==> config.mk <==
export PLATFORM = sky130hd
export DESIGN_NAME = dp_neuron_sequencer
export DESIGN_NICKNAME = d
export VERILOG_FILES = /design/src/rtl/dp_neuron_sequencer_pkg.sv /design/src/rtl/dp_neuron_sequencer_relu_sat.sv /design/src/rtl/dp_neuron_sequencer.sv
export SDC_FILE = /design/constraint.sdc
export NUM_CORES = 1
export LEC_CHECK = 0
export ABC_AREA = 1
export CAP_MARGIN = 20
export CORE_AREA = 5 5 135 137
export DETAILED_ROUTE_END_ITERATION = 8
export DIE_AREA = 0 0 140 142
export PLACE_DENSITY_LB_ADDON = 0.1
export RECOVER_POWER = 25
export SETUP_SLACK_MARGIN = 0.2
export SKIP_LAST_GASP = 1
export SYNTH_ARGS = -nofsm -noshare
export SYNTH_HDL_FRONTEND = slang
export SYNTH_SLANG_ARGS = --single-unit
==> constraint.sdc <==
create_clock -name clk -period 2.3 [get_ports clk]
set_input_delay 0.23 -clock clk [delete_from_list [all_inputs] [get_ports clk]]
set_output_delay 0.23 -clock clk [all_outputs]
set_load 0.02 [all_outputs]
==> src/rtl/dp_neuron_sequencer_pkg.sv <==
// dp_neuron_sequencer_pkg: shared state encoding and width helper for the neuron sequencer
//   state_t : IDLE, CLEAR, FEED, DRAIN, CAPTURE, DONE
//   clog2   : ceiling log2, used to size counters and check IDX_W
package dp_neuron_sequencer_pkg;
  typedef enum logic [2:0] {IDLE, CLEAR, FEED, DRAIN, CAPTURE, DONE} state_t;
  function automatic int clog2(input int v);
    int r;
    r = 0;
    while ((1 << r) < v) r++;
    return r;
  endfunction
endpackage

==> src/rtl/dp_neuron_sequencer_relu_sat.sv <==
// dp_neuron_sequencer_relu_sat: combinational bias add with positive saturation and ReLU
//   a, b : signed VAL_SIZE operands (dot-product value and bias)
//   y    : clamp(a + b, 0, 2**(VAL_SIZE-1)-1)
module dp_neuron_sequencer_relu_sat #(
  parameter int VAL_SIZE = 26
) (
  input  logic [VAL_SIZE-1:0] a,
  input  logic [VAL_SIZE-1:0] b,
  output logic [VAL_SIZE-1:0] y
);
  localparam logic [VAL_SIZE-1:0] MAX_POS = {1'b0, {(VAL_SIZE-1){1'b1}}};
  logic [VAL_SIZE:0] sum;
  assign sum = {a[VAL_SIZE-1], a} + {b[VAL_SIZE-1], b};
  // sign bit set -> negative -> 0; otherwise bit VAL_SIZE-1 set means the sum left the positive range
  assign y = sum[VAL_SIZE] ? '0 : sum[VAL_SIZE-1] ? MAX_POS : sum[VAL_SIZE-1:0];
endmodule

==> src/rtl/dp_neuron_sequencer.sv <==
// dp_neuron_sequencer: drives the dot-product stage per neuron, applies bias+ReLU and tracks argmax
//   start            : begin a run (IDLE only)
//   dp_value/bias_in : dot-product sum and bias of neuron_idx, sampled in CAPTURE
//   dp_clr/feed_en   : clear pulse and feed window to the dot-product stage
//   act_value/valid  : activation of the last captured neuron
//   best_idx/value   : running argmax; done pulses when final; busy outside IDLE
module dp_neuron_sequencer
  import dp_neuron_sequencer_pkg::*;
#(
  parameter int VAL_SIZE     = 26,
  parameter int NEURON_N     = 10,
  parameter int FEED_CYCLES  = 5,
  parameter int DRAIN_CYCLES = 12,
  parameter int IDX_W        = 4
) (
  input  logic                clk,
  input  logic                GlobalReset,
  input  logic                start,
  input  logic [VAL_SIZE-1:0] dp_value,
  input  logic [VAL_SIZE-1:0] bias_in,
  output logic                dp_clr,
  output logic                feed_en,
  output logic [IDX_W-1:0]    neuron_idx,
  output logic [VAL_SIZE-1:0] act_value,
  output logic                act_valid,
  output logic [IDX_W-1:0]    best_idx,
  output logic [VAL_SIZE-1:0] best_value,
  output logic                done,
  output logic                busy
);
  localparam int CNT_W = clog2((FEED_CYCLES > DRAIN_CYCLES ? FEED_CYCLES : DRAIN_CYCLES) + 1);
  if (IDX_W < clog2(NEURON_N)) begin : g_idx_chk
    $error("IDX_W too narrow for NEURON_N");
  end
  state_t state_q, state_d;
  logic [CNT_W-1:0] cnt_q, cnt_d;
  logic [IDX_W-1:0] idx_q, idx_d, best_idx_q, best_idx_d;
  logic [VAL_SIZE-1:0] act_q, act_d, best_q, best_d, act_w;
  logic clr_q, clr_d, feed_q, feed_d, act_valid_q, act_valid_d, done_q, done_d, busy_q, busy_d;
  logic last;
  dp_neuron_sequencer_relu_sat #(.VAL_SIZE(VAL_SIZE)) u_relu (.a(dp_value), .b(bias_in), .y(act_w));
  assign last = idx_q == IDX_W'(NEURON_N - 1);
  always_comb begin
    state_d = state_q;
    cnt_d = cnt_q;
    idx_d = idx_q;
    act_d = act_q;
    best_d = best_q;
    best_idx_d = best_idx_q;
    case (state_q)
      IDLE: if (start) begin
        state_d = CLEAR;
        idx_d = '0;
      end
      CLEAR: begin
        state_d = FEED;
        cnt_d = CNT_W'(FEED_CYCLES - 1);
      end
      FEED: begin
        state_d = cnt_q == '0 ? DRAIN : FEED;
        cnt_d = cnt_q == '0 ? CNT_W'(DRAIN_CYCLES - 1) : cnt_q - 1'b1;
      end
      DRAIN: begin
        state_d = cnt_q == '0 ? CAPTURE : DRAIN;
        cnt_d = cnt_q == '0 ? cnt_q : cnt_q - 1'b1;
      end
      CAPTURE: begin
        act_d = act_w;
        // first neuron of a run overwrites the previous run's winner; strict > keeps the lower index on ties
        if (idx_q == '0 || $signed(act_w) > $signed(best_q)) begin
          best_d = act_w;
          best_idx_d = idx_q;
        end
        state_d = last ? DONE : CLEAR;
        idx_d = last ? idx_q : idx_q + 1'b1;
      end
      DONE: begin
        state_d = IDLE;
        idx_d = '0;
      end
      default: state_d = IDLE;
    endcase
    clr_d = state_d == CLEAR;
    feed_d = state_d == FEED;
    done_d = state_d == DONE;
    busy_d = state_d != IDLE;
    act_valid_d = state_q == CAPTURE;
  end
  always_ff @(posedge clk or posedge GlobalReset) begin
    if (GlobalReset) begin
      state_q <= IDLE;
      cnt_q <= '0;
      idx_q <= '0;
      act_q <= '0;
      best_q <= '0;
      best_idx_q <= '0;
      clr_q <= 1'b0;
      feed_q <= 1'b0;
      act_valid_q <= 1'b0;
      done_q <= 1'b0;
      busy_q <= 1'b0;
    end else begin
      state_q <= state_d;
      cnt_q <= cnt_d;
      idx_q <= idx_d;
      act_q <= act_d;
      best_q <= best_d;
      best_idx_q <= best_idx_d;
      clr_q <= clr_d;
      feed_q <= feed_d;
      act_valid_q <= act_valid_d;
      done_q <= done_d;
      busy_q <= busy_d;
    end
  end
  assign dp_clr = clr_q;
  assign feed_en = feed_q;
  assign neuron_idx = idx_q;
  assign act_value = act_q;
  assign act_valid = act_valid_q;
  assign best_idx = best_idx_q;
  assign best_value = best_q;
  assign done = done_q;
  assign busy = busy_q;
endmodule
; After elaboration in Yosys (flattened, before gate mapping)
; Cells that the tools add are included.
[op_classes]
muxes = 13
addsub = 3
magnitude_cmp = 1
n_reduce_logical = 10
eq_ne = 12
[op_table]
columns = cell, n
row1 = $add A26 B26 Y27, 1
row2 = $gt A26 B26 Y1, 1
row3 = $mux W26, 1
row4 = $mux W25, 1
row5 = $pmux W4 S3, 2
row6 = $mux W4, 4
row7 = $pmux W3 S5, 1
row8 = $eq A3 B2 Y1 const B, 3
row9 = $eq A3 B3 Y1 const B, 3
row10 = $mux W3, 3
row11 = $reduce_bool A3 Y1, 3
row12 = $logic_not A4 Y1, 2
row13 = $eq A3 B1 Y1 const B, 2
row14 = $ne A2 B2 Y1 const B, 3
row15 = $add A4 B1 Y4 const B, 1
row16 = $eq A4 B4 Y1 const B, 1
row17 = $reduce_and A2 Y1, 2
row18 = $sub A4 B1 Y4 const B, 1
row19 = $logic_not A3 Y1, 1
row20 = $reduce_and A3 Y1, 1
row21 = $logic_or A1 B1 Y1, 1
row22 = $mux W1, 1
[totals]
reg_bits = 72
out_inout_bits = 65
input_bits = 55

; Depth between registers and ports, before layout
; Gate-level depths: netlist (run 1).
[depth]
ltp_word = 6
mapped_depth = 30
ltp_nobuf = 29

; Cells and area by module
; From an unflattened synthesis (run 1), not the netlist that was laid out.
[hier_totals]
hier_cells = 961
hier_area_um2 = 6291.0
[modules_own_cells]
columns = mod, cells_per_inst, n_inst, area_per_inst_um2
row1 = dp_neuron_sequencer, 467, 1, 3733.6
row2 = dp_neuron_sequencer_relu_sat, 494, 1, 2557.5

; Least setup slack after synthesis (run 1)
; OpenSTA, ideal clock, no wires.
[synth_path]
path_kind = in2reg
from = in dp_value[0]
to = reg best_q[0], in the netlist best_value[0]
slack_ps = -780
arrival_ps = 2950
setup_ps = 130
stages = 23
required_time_ps = 2170
cell_sequence = ha_1 inv_1 fa_1 inv_1 nand3_1 nand3_2 nand2_1 nand4_1 nand2_4 buf_12 nand2_2 inv_1 ha_1 nand2_1 nor2_1 nand3_1 nor3_1 nand4_1 nand2_1 nand2_1 nand2_1 buf_2 o21ai_0
[synth_via]
elab_chain_cells = 6
[synth_lines]
columns = element, line_no
row1 = "start, declared", dp_neuron_sequencer.sv:19  ; input logic [VAL_SIZE-1:0] dp_value,
row2 = $add A26 B26 Y27 *, dp_neuron_sequencer_relu_sat.sv:13  ; assign sum = {a[VAL_SIZE-1], a} + {b[VAL_SIZE-1], b};
row3 = $mux W25, dp_neuron_sequencer_relu_sat.sv:15  ; assign y = sum[VAL_SIZE] ? '0 : sum[VAL_SIZE-1] ? MAX_POS : sum[VAL_SIZE-1:0];
row4 = $mux W26 *, dp_neuron_sequencer_relu_sat.sv:15
row5 = named net act_w[9], dp_neuron_sequencer.sv:38  ; logic [VAL_SIZE-1:0] act_q, act_d, best_q, best_d, act_w;
row6 = $gt A26 B26 Y1 *, dp_neuron_sequencer.sv:70  ; if (idx_q == '0 || $signed(act_w) > $signed(best_q)) begin
row7 = $logic_or A1 B1 Y1 *, dp_neuron_sequencer.sv:70
row8 = $reduce_and A2 Y1 (no source line) *, -
row9 = "end signal, assigned", dp_neuron_sequencer.sv:107  ; best_q <= best_d;
row10 = "end, declared", dp_neuron_sequencer.sv:38
; Mark *: on every way through the listed nets, which the timed path passes. The rest lies on a longest branch.
; A chain may end at the register's enable or synchronous reset.

; Worst setup path in the final report (run 1)
[layout_path]
from = in bias_in[7]
to = reg best_q[15], in the netlist best_value[15]
[layout_via]
elab_chain_cells = 6
[layout_lines]
columns = element, line_no
row1 = "start, declared", dp_neuron_sequencer.sv:20  ; input logic [VAL_SIZE-1:0] bias_in,
row2 = $add A26 B26 Y27 *, dp_neuron_sequencer_relu_sat.sv:13
row3 = $mux W25, dp_neuron_sequencer_relu_sat.sv:15
row4 = $mux W26 *, dp_neuron_sequencer_relu_sat.sv:15
row5 = named net act_w[20], dp_neuron_sequencer.sv:38
row6 = $gt A26 B26 Y1 *, dp_neuron_sequencer.sv:70
row7 = $logic_or A1 B1 Y1 *, dp_neuron_sequencer.sv:70
row8 = $reduce_and A2 Y1 (no source line) *, -
; Marks and branches as above.

==> load_flow_metrics.sql, run 1 <==
INSERT INTO impl_metrics (metric_group, metric, value, unit) VALUES
('floorplan', 'floorplan.initialDensity', '34.4', '%'),
('timing', 'timing.fmax', '339', 'MHz'),
('routing', 'drt_pass1_iterations', '7', ''),
('timing', 'max_slew_violation_count', '0', ''),
('critical_path', 'timing.rr.start', 'best_value[9]', ''),
('critical_path', 'timing.critical_path.to', 'best_value[15]', ''),
('synthesis', 'synth-seq-cells', '70', ''),
('timing', 'timing.slew.headroom', '51.5', '%'),
('floorplan', 'design.portCount', '120', ''),
('critical_path', 'timing.critical_path.from_type', 'input pin', ''),
('routing', 'met3_wire_length', '576', 'um'),
('floorplan', 'die_footprint', '19900', 'um2'),
('cts', 'clock_sinks', '70', ''),
('min_path', 'holdCritPathClass', 'in -> async', ''),
('final_layout', 'layout-drive-gt1-share', '45.6', '%'),
('timing', 'rsz0062_at_grt', 'true', ''),
('cts', 'clockRootBuffer', 'clkbuf_16', ''),
('job', 'drv_cap', '0', ''),
('power', 'power_density', '631', 'nW/um2'),
('power', 'power.static_leakage', '5.24', 'nW'),
('critical_path', 'setup.reg_to_reg.worst_slack', '0.25', 'ns'),
('placed_design', 'globalplace.congestion', '0.900', ''),
('synthesis', 'synthesis.yosys.warnings', '0', ''),
('critical_path', 'crit_path_end_kind', 'flip-flop', ''),
('critical_path', 'cp.arrival', '3.17', 'ns'),
('placed_design', 'port-buffer-count', '117', ''),
('cts', 'post_cts_hold_buffer_count', '0', ''),
('floorplan', 'die_w', '140', 'um'),
('timing', 'setup_viol', '30', ''),
('timing', 'final.min_clock_period', '2.95', 'ns'),
('cts', 'numCtsBuffers', '9', ''),
('routing', 'drt_first_iter_violations', '245', ''),
('cts', 'clk_transition_reported_paths', '0.06', 'ns'),
('critical_path', 'rr_endpoint', 'best_value[15]', ''),
('cts', 'clock_tree.htree_level_count', '3', ''),
('synthesis', 'post_synthesis_sequential_area_ratio', '30.1', '%'),
('synthesis', 'synth_area', '5820', 'um2'),
('cts', 'clock_latency', '0.33', 'ns'),
('routing', 'drt-vias-per-instance', '4.65', ''),
('global_route', 'largest_net_degree_at_the_start_of_global_routing', '54', ''),
('final_layout', 'layout.cells.most_common_list', 'nand2_1 (190), buf_4 (177), inv_1 (121), nand2_2 (90), dfrtp_1 (70)', ''),
('run_status', 'status', 'finished, violations left', ''),
('timing', 'hold_violations', '0', ''),
('critical_path', 'setup.worst_path.start', 'bias_in[7]', ''),
('routing', 'dr_total_vias', '6564', ''),
('routing', 'm1WireLength', '8400', 'um'),
('critical_path', 'worst-setup-path-type', 'in -> reg', ''),
('final_layout', 'layoutNonFillerInstCount', '1413', ''),
('global_route', 'grt_pass1_wl', '30500', 'um'),
('timing', 'max_slew.worst_pin.slew', '0.728', 'ns'),
('floorplan', 'core-area', '16900', 'um2'),
('final_layout', 'mostFrequentLayoutCell', 'nand2_1', ''),
('global_route', 'gr-total-overflow', '0', ''),
('timing', 'whs', '0.442', 'ns'),
('timing', 'layout_setup_ws', '-0.652', 'ns'),
('critical_path', 'required', '2.51', 'ns'),
('routing', 'detail-route-antenna-nets', '0', ''),
('synthesis', 'avgSynthCellArea', '6.68', 'um2'),
('routing', 'route.final.wire_length', '18500', 'um'),
('cts', 'tritoncts', 'yes', ''),
('final_layout', 'area_delta_synth_final', '75.4', '%'),
('floorplan', 'die_h', '142', 'um'),
('synthesis', 'netlist_instances', '872', ''),
('routing', 'route.met2.wl', '9130', 'um'),
('power', 'worst_ir_drop_vdd', '458', 'uV'),
('floorplan', 'placement_rows', '48', ''),
('run_status', 'violations', 'negative setup slack', ''),
('cts', 'cts-root-to-sink-buffers', '2', ''),
('placed_design', 'dp_cells', '1333', ''),
('timing', 'finalCritPeriodShare', '128', '%'),
('critical_path', 'worstPathMaxFanout', '8', ''),
('final_layout', 'n_antenna_cell', '0', ''),
('timing', 'tns', '-18.74', 'ns'),
('global_route', 'number_of_global_route_vias_before_repair', '6685', ''),
('final_layout', 'fin_nets', '1295', ''),
('global_route', 'grt_util_all_layers', '18.4', '%'),
('timing', 'clock-skew-final', '0.00999', 'ns'),
('placed_design', 'post-dp-hpwl', '13800', 'um'),
('critical_path', 'worst_r2r_path_depth', '15', ''),
('routing', 'drcViolationCount', '0', ''),
('routing', 'wl_per_cell', '13.1', 'um'),
('global_route', 'antenna_found_initial', '0', ''),
('routing', 'routed.top_layer', 'met4', ''),
('synthesis', 'cell_variety_after_synth', '39', '');
[worst max-delay path, cell delays in order]
cell and delay, ns:
buf_2 0.12, ha_4 0.27, nand2_4 0.08, nand2_2 0.05
nand2_1 0.07, nand2_2 0.07, inv_2 0.05, nand3_2 0.10
nand2_2 0.09, nand4_1 0.14, nand2_4 0.18, clkinvlp_4 0.22
buf_6 0.18, a21oi_2 0.10, ha_1 0.16, nand4_1 0.14
nor2_1 0.16, nand2_1 0.07, nand3_1 0.09, nand2_2 0.10
nand2_4 0.10, nand2_8 0.10, clkbuf_16 0.18, nand2_1 0.05
o21ai_1 0.06
[cells by family (layout without fill, tap and decap cells)]
kind of cell             Yosys count  after routing  share of synthesized area, %
adder cells (fa/ha/maj)           57             57                          12.4
other                              1              2                        0.0644
AO/OA/AOI/OAI                     94             94                          8.76
XOR/XNOR                          10             10                          1.50
buffers and inverters            166            480                          11.8
flip-flops                        70             70                          30.1
AND/OR/NAND/NOR                  474            475                          35.4
[state kept, by name (all words and copies together), names as in the netlist]
signal	cells
best_value	25
best_idx	4
act_valid	1
dp_clr	1
busy	1
done	1
feed_en	1
state_q	3
act_value	25
cnt_q	4
neuron_idx	4
[synthesized netlist by cell type, drive strengths merged]
| cell type | instances | area [um2] |
|---|---|---|
| and2 | 3 | 18.8 |
| o22ai | 1 | 6.26 |
| a21oi | 36 | 188 |
| dfrtp | 70 | 1750 |
| nand4 | 11 | 68.8 |
| clkinv | 1 | 3.75 |
| and3 | 1 | 6.26 |
| o21ai | 52 | 279 |
| xnor2 | 8 | 70.1 |
| nand3b | 8 | 60.1 |
| conb | 1 | 3.75 |
| xor2 | 2 | 17.5 |
| o21bai | 1 | 7.51 |
| ha | 56 | 701 |
| inv | 147 | 552 |
| buf | 12 | 108 |
| nand2 | 317 | 1260 |
| nor3 | 8 | 40.0 |
| or2 | 2 | 12.5 |
| a21o | 2 | 15.0 |
| o211ai | 2 | 15.0 |
| nand3 | 75 | 395 |
| fa | 1 | 20.0 |
| nor2 | 48 | 193 |
| or3 | 1 | 6.26 |
| clkbuf | 6 | 23.8 |
[worst min-delay path by stage]
stage,start,endpoint,cells past startpoint
floorplan,start,dp_clr,2
global placement,best_idx[2],best_idx[2],2
detailed placement,act_value[20],act_value[20],2
CTS,GlobalReset,act_value[7],2
global route,act_value[19],act_value[19],2
finish,GlobalReset,act_value[1],2
[through the flow]
step | total power [mW] | utilization [%] | setup slack, ns | area [um2]
2_1_floorplan | 3.16 | - | -0.579 | 6370
3_3_place_gp | 4.36 | 51.4 | -1.44 | 8710
3_5_place_dp | 4.38 | 51.4 | -1.48 | 8710
4_1_cts | 6.34 | 59.0 | -0.622 | 10000
5_1_grt | 6.88 | 60.3 | -0.848 | 10200
6_report | 6.45 | 60.3 | -0.652 | 10200
[report_power, final]
| part | internal (mW) | switching [mW] | total, mW |
|---|---|---|---|
| Clock | 0.841 | 0.548 | 1.39 |
| Combinational | 1.72 | 1.78 | 3.49 |
| Sequential | 1.42 | 0.149 | 1.57 |
| Total | 3.97 | 2.47 | 6.45 |
[layer usage]
layer  track usage (%)  up-vias
met5                 0        -
met4              5.46        0
met3              1.95       30
met2              33.6      124
met1              23.0     3027
li1                  -     3383
[timing repair]
action / in CTS / in global routing
resized for setup: 403 / 59
cloned: 4 / 1
buffers inserted: 53 / 6
pin swaps: 133 / 47
endpoints found under the setup margin: 52 / 30
hold endpoints to repair: 0 / 0
[area by class of cell]
| cell class | instances | area [um2] |
|---|---|---|
| inverters | 148 | 563 |
| repair buffers | 316 | 2600 |
| multi-input cells | 638 | 4730 |
| fillers | 1551 | 6720 |
| clock inverters | 7 | 72.6 |
| flip-flops and latches | 70 | 1750 |
| clock buffers | 9 | 225 |
| well taps | 225 | 282 |
(Power assumes the default switching activity.)
==> inputs of run 2 (changes only) <==
--- a/config.mk
+++ b/config.mk
@@ -7,9 +7,9 @@
 export LEC_CHECK = 0
 export ABC_AREA = 1
 export CAP_MARGIN = 20
-export CORE_AREA = 5 5 135 137
+export CORE_AREA = 5 5 120 122
 export DETAILED_ROUTE_END_ITERATION = 8
-export DIE_AREA = 0 0 140 142
+export DIE_AREA = 0 0 125 127
 export PLACE_DENSITY_LB_ADDON = 0.1
 export RECOVER_POWER = 25
 export SETUP_SLACK_MARGIN = 0.2
==> run 2 against run 1 <==
Global-route usage up 5.1 points. Clock power up 4%. First-iteration DRC count grew 78%. Sequential share of layout area down 0.33 points. Critical path type unchanged. Maximum frequency shrank 7.5%. Clock skew up 0.00053 ns. Power increased by 3.5%. Die area decreased by 20%. Combinational power up 4%. Cell area up 2.0%. Clock-buffer cell count is 2 higher. The run still ends with negative setup slack left. Critical endpoint is now best_value[6]. Via count increased by 5.7%.
==> load_flow_metrics.sql, run 2 (synthesis results as in run 1) <==
INSERT INTO impl_metrics (metric_group, metric, value, unit) VALUES
('routing', 'detail-route-antenna-nets', '0', ''),
('routing', 'dr_total_vias', '6938', ''),
('run_status', 'status', 'finished, violations left', ''),
('timing', 'hold_violations', '0', ''),
('floorplan', 'floorplan.initialDensity', '44.5', '%'),
('global_route', 'antenna_found_initial', '0', ''),
('timing', 'rsz0062_at_grt', 'true', ''),
('cts', 'clock_latency', '0.34', 'ns'),
('timing', 'final.min_clock_period', '3.19', 'ns'),
('global_route', 'number_of_global_route_vias_before_repair', '6796', ''),
('global_route', 'gr-total-overflow', '0', ''),
('critical_path', 'worstPathMaxFanout', '7', ''),
('timing', 'clock-skew-final', '0.0105', 'ns'),
('final_layout', 'fin_nets', '1291', ''),
('timing', 'setup_viol', '29', ''),
('final_layout', 'layout.filler_cells', '815', ''),
('cts', 'clk_transition_reported_paths', '0.05', 'ns'),
('timing', 'timing.fmax', '313', 'MHz'),
('routing', 'drt_first_iter_violations', '435', ''),
('critical_path', 'timing.critical_path.from_type', 'input pin', ''),
('power', 'power.static_leakage', '5.30', 'nW'),
('routing', 'wl_per_cell', '15.1', 'um'),
('critical_path', 'worst-setup-path-type', 'in -> reg', ''),
('cts', 'tritoncts', 'yes', ''),
('power', 'worst_ir_drop_vdd', '356', 'uV'),
('job', 'drv_cap', '0', ''),
('cts', 'numCtsBuffers', '9', ''),
('floorplan', 'die_footprint', '15900', 'um2'),
('final_layout', 'n_antenna_cell', '0', ''),
('critical_path', 'critical-path-slowest-cell', 'ha_4', ''),
('timing', 'finalCritPeriodShare', '139', '%'),
('timing', 'max_slew_violation_count', '0', ''),
('cts', 'cts-root-to-sink-buffers', '2', ''),
('floorplan', 'die_h', '127', 'um'),
('timing', 'layout_setup_ws', '-0.892', 'ns'),
('timing', 'timing.slew.headroom', '40.0', '%'),
('critical_path', 'cpMostUsedCell', 'nand2_1', ''),
('critical_path', 'cp.arrival', '3.44', 'ns'),
('global_route', 'grt_pass1_wl', '31000', 'um'),
('routing', 'route.final.wire_length', '20500', 'um'),
('routing', 'drt-vias-per-instance', '5.10', ''),
('min_path', 'holdCritPathClass', 'reg -> reg', ''),
('run_status', 'violations', 'negative setup slack', ''),
('critical_path', 'required', '2.55', 'ns'),
('cts', 'clock_tree.htree_level_count', '3', ''),
('final_layout', 'final_area', '10400', 'um2'),
('routing', 'drcViolationCount', '0', ''),
('placed_design', 'detailed_place.area', '8570', 'um2'),
('final_layout', 'mostFrequentLayoutCell', 'nand2_1', ''),
('floorplan', 'design.portCount', '120', ''),
('cts', 'clockRootBuffer', 'clkbuf_16', ''),
('routing', 'drt_pass1_iterations', '5', ''),
('critical_path', 'crit_path_end_kind', 'flip-flop', ''),
('final_layout', 'area_delta_synth_final', '78.9', '%'),
('global_route', 'largest_net_degree_at_the_start_of_global_routing', '38', ''),
('placed_design', 'port-buffer-count', '117', ''),
('floorplan', 'placement_rows', '42', ''),
('placed_design', 'globalplace.congestion', '0.888', ''),
('floorplan', 'core-area', '13100', 'um2'),
('timing', 'whs', '0.478', 'ns'),
('floorplan', 'die_w', '125', 'um'),
('final_layout', 'layout-drive-gt1-share', '47.2', '%'),
('timing', 'max_slew.worst_pin.slew', '0.900', 'ns'),
('critical_path', 'worst_stage_delay_on_the_critical_path', '0.27', 'ns'),
('final_layout', 'layout.cells.most_common_list', 'nand2_1 (193), buf_4 (173), inv_1 (117), nand2_2 (77), dfrtp_1 (70)', ''),
('cts', 'post_cts_hold_buffer_count', '0', ''),
('global_route', 'grt_util_all_layers', '23.5', '%'),
('power', 'power_density', '641', 'nW/um2'),
('cts', 'clock_sinks', '70', ''),
('placed_design', 'post-dp-hpwl', '13300', 'um');
==> run 2: cell types whose count changed in the layout (fill, tap and decap cells not counted), sizes merged <==
cell,previous run,this run
clkbuf,12,16
nand3,75,76
buf,246,240
clkinvlp,4,2
inv,146,145
clkinv,4,5
clkdlybuf4s15,2,1
==> run 2: final cells by class <==
type | count | area [um2] | area share (%)
Multi-Input combinational cell | 639 | 4940 | 47.4
Timing Repair Buffer | 311 | 2630 | 25.3
Sequential cell | 70 | 1750 | 16.8
Inverter | 148 | 563 | 5.40
Clock buffer | 11 | 253 | 2.43
Tap cell | 176 | 220 | 2.11
Clock inverter | 5 | 57.6 | 0.552
==> run 2: critical path: cells and delay by family <==
| kind | cells | cell delay [ns] |
|---|---|---|
| simple gates | 20 | 1.64 |
| fa+ha+maj | 2 | 0.48 |
| buf+inv | 7 | 0.77 |
| compound gates | 2 | 0.32 |
==> run 2: path summary, 6_finish.rpt <==
check	startpoint	end	slack, ns	depth (start not counted)
min in group asynchronous	GlobalReset	act_value[12]	0.49	2
worst max register to register	best_value[13]	best_value[15]	0	16
worst min-delay path	act_value[3]	act_value[3]	0.48	2
worst min register to register	act_value[3]	act_value[3]	0.48	2
max in group asynchronous	GlobalReset	state_q[2]	0.43	3
worst max-delay path	dp_value[10]	best_value[6]	-0.89	31
==> run 2: power breakdown <==
| group | switching [mW] | internal [mW] |
|---|---|---|
| Sequential | 0.177 | 1.42 |
| Clock | 0.538 | 0.898 |
| Combinational | 1.92 | 1.72 |
==> run 2: per-layer routing <==
layer  global-route usage, %  wire length, um
met5                       0                0
met4                    9.25              605
met3                    3.34              945
met2                    42.9            10700
met1                    27.8             8260
==> run 2: repair_timing <==
item,in CTS,in global routing
gates cloned,7,0
resized for setup,368,124
endpoints found under the setup margin,41,29
setup buffers,50,15
pin swaps,132,97
==> run 2: metrics by stage <==
| step | power (mW) | utilization (%) | setup TNS, ns | instances | setup slack [ns] |
|---|---|---|---|---|---|
| floorplan | 3.16 | - | -16.31 | 873 | -0.579 |
| global placement | 4.31 | 65.5 | -41.17 | 1272 | -1.32 |
| detailed placement | 4.35 | 65.5 | -42.74 | 1272 | -1.37 |
| CTS | 6.17 | 75.4 | -20.92 | 1345 | -0.745 |
| global route | 7.04 | 79.6 | -30.32 | 1360 | -1.09 |
| finish | 6.67 | 79.6 | -24.25 | 1360 | -0.892 |
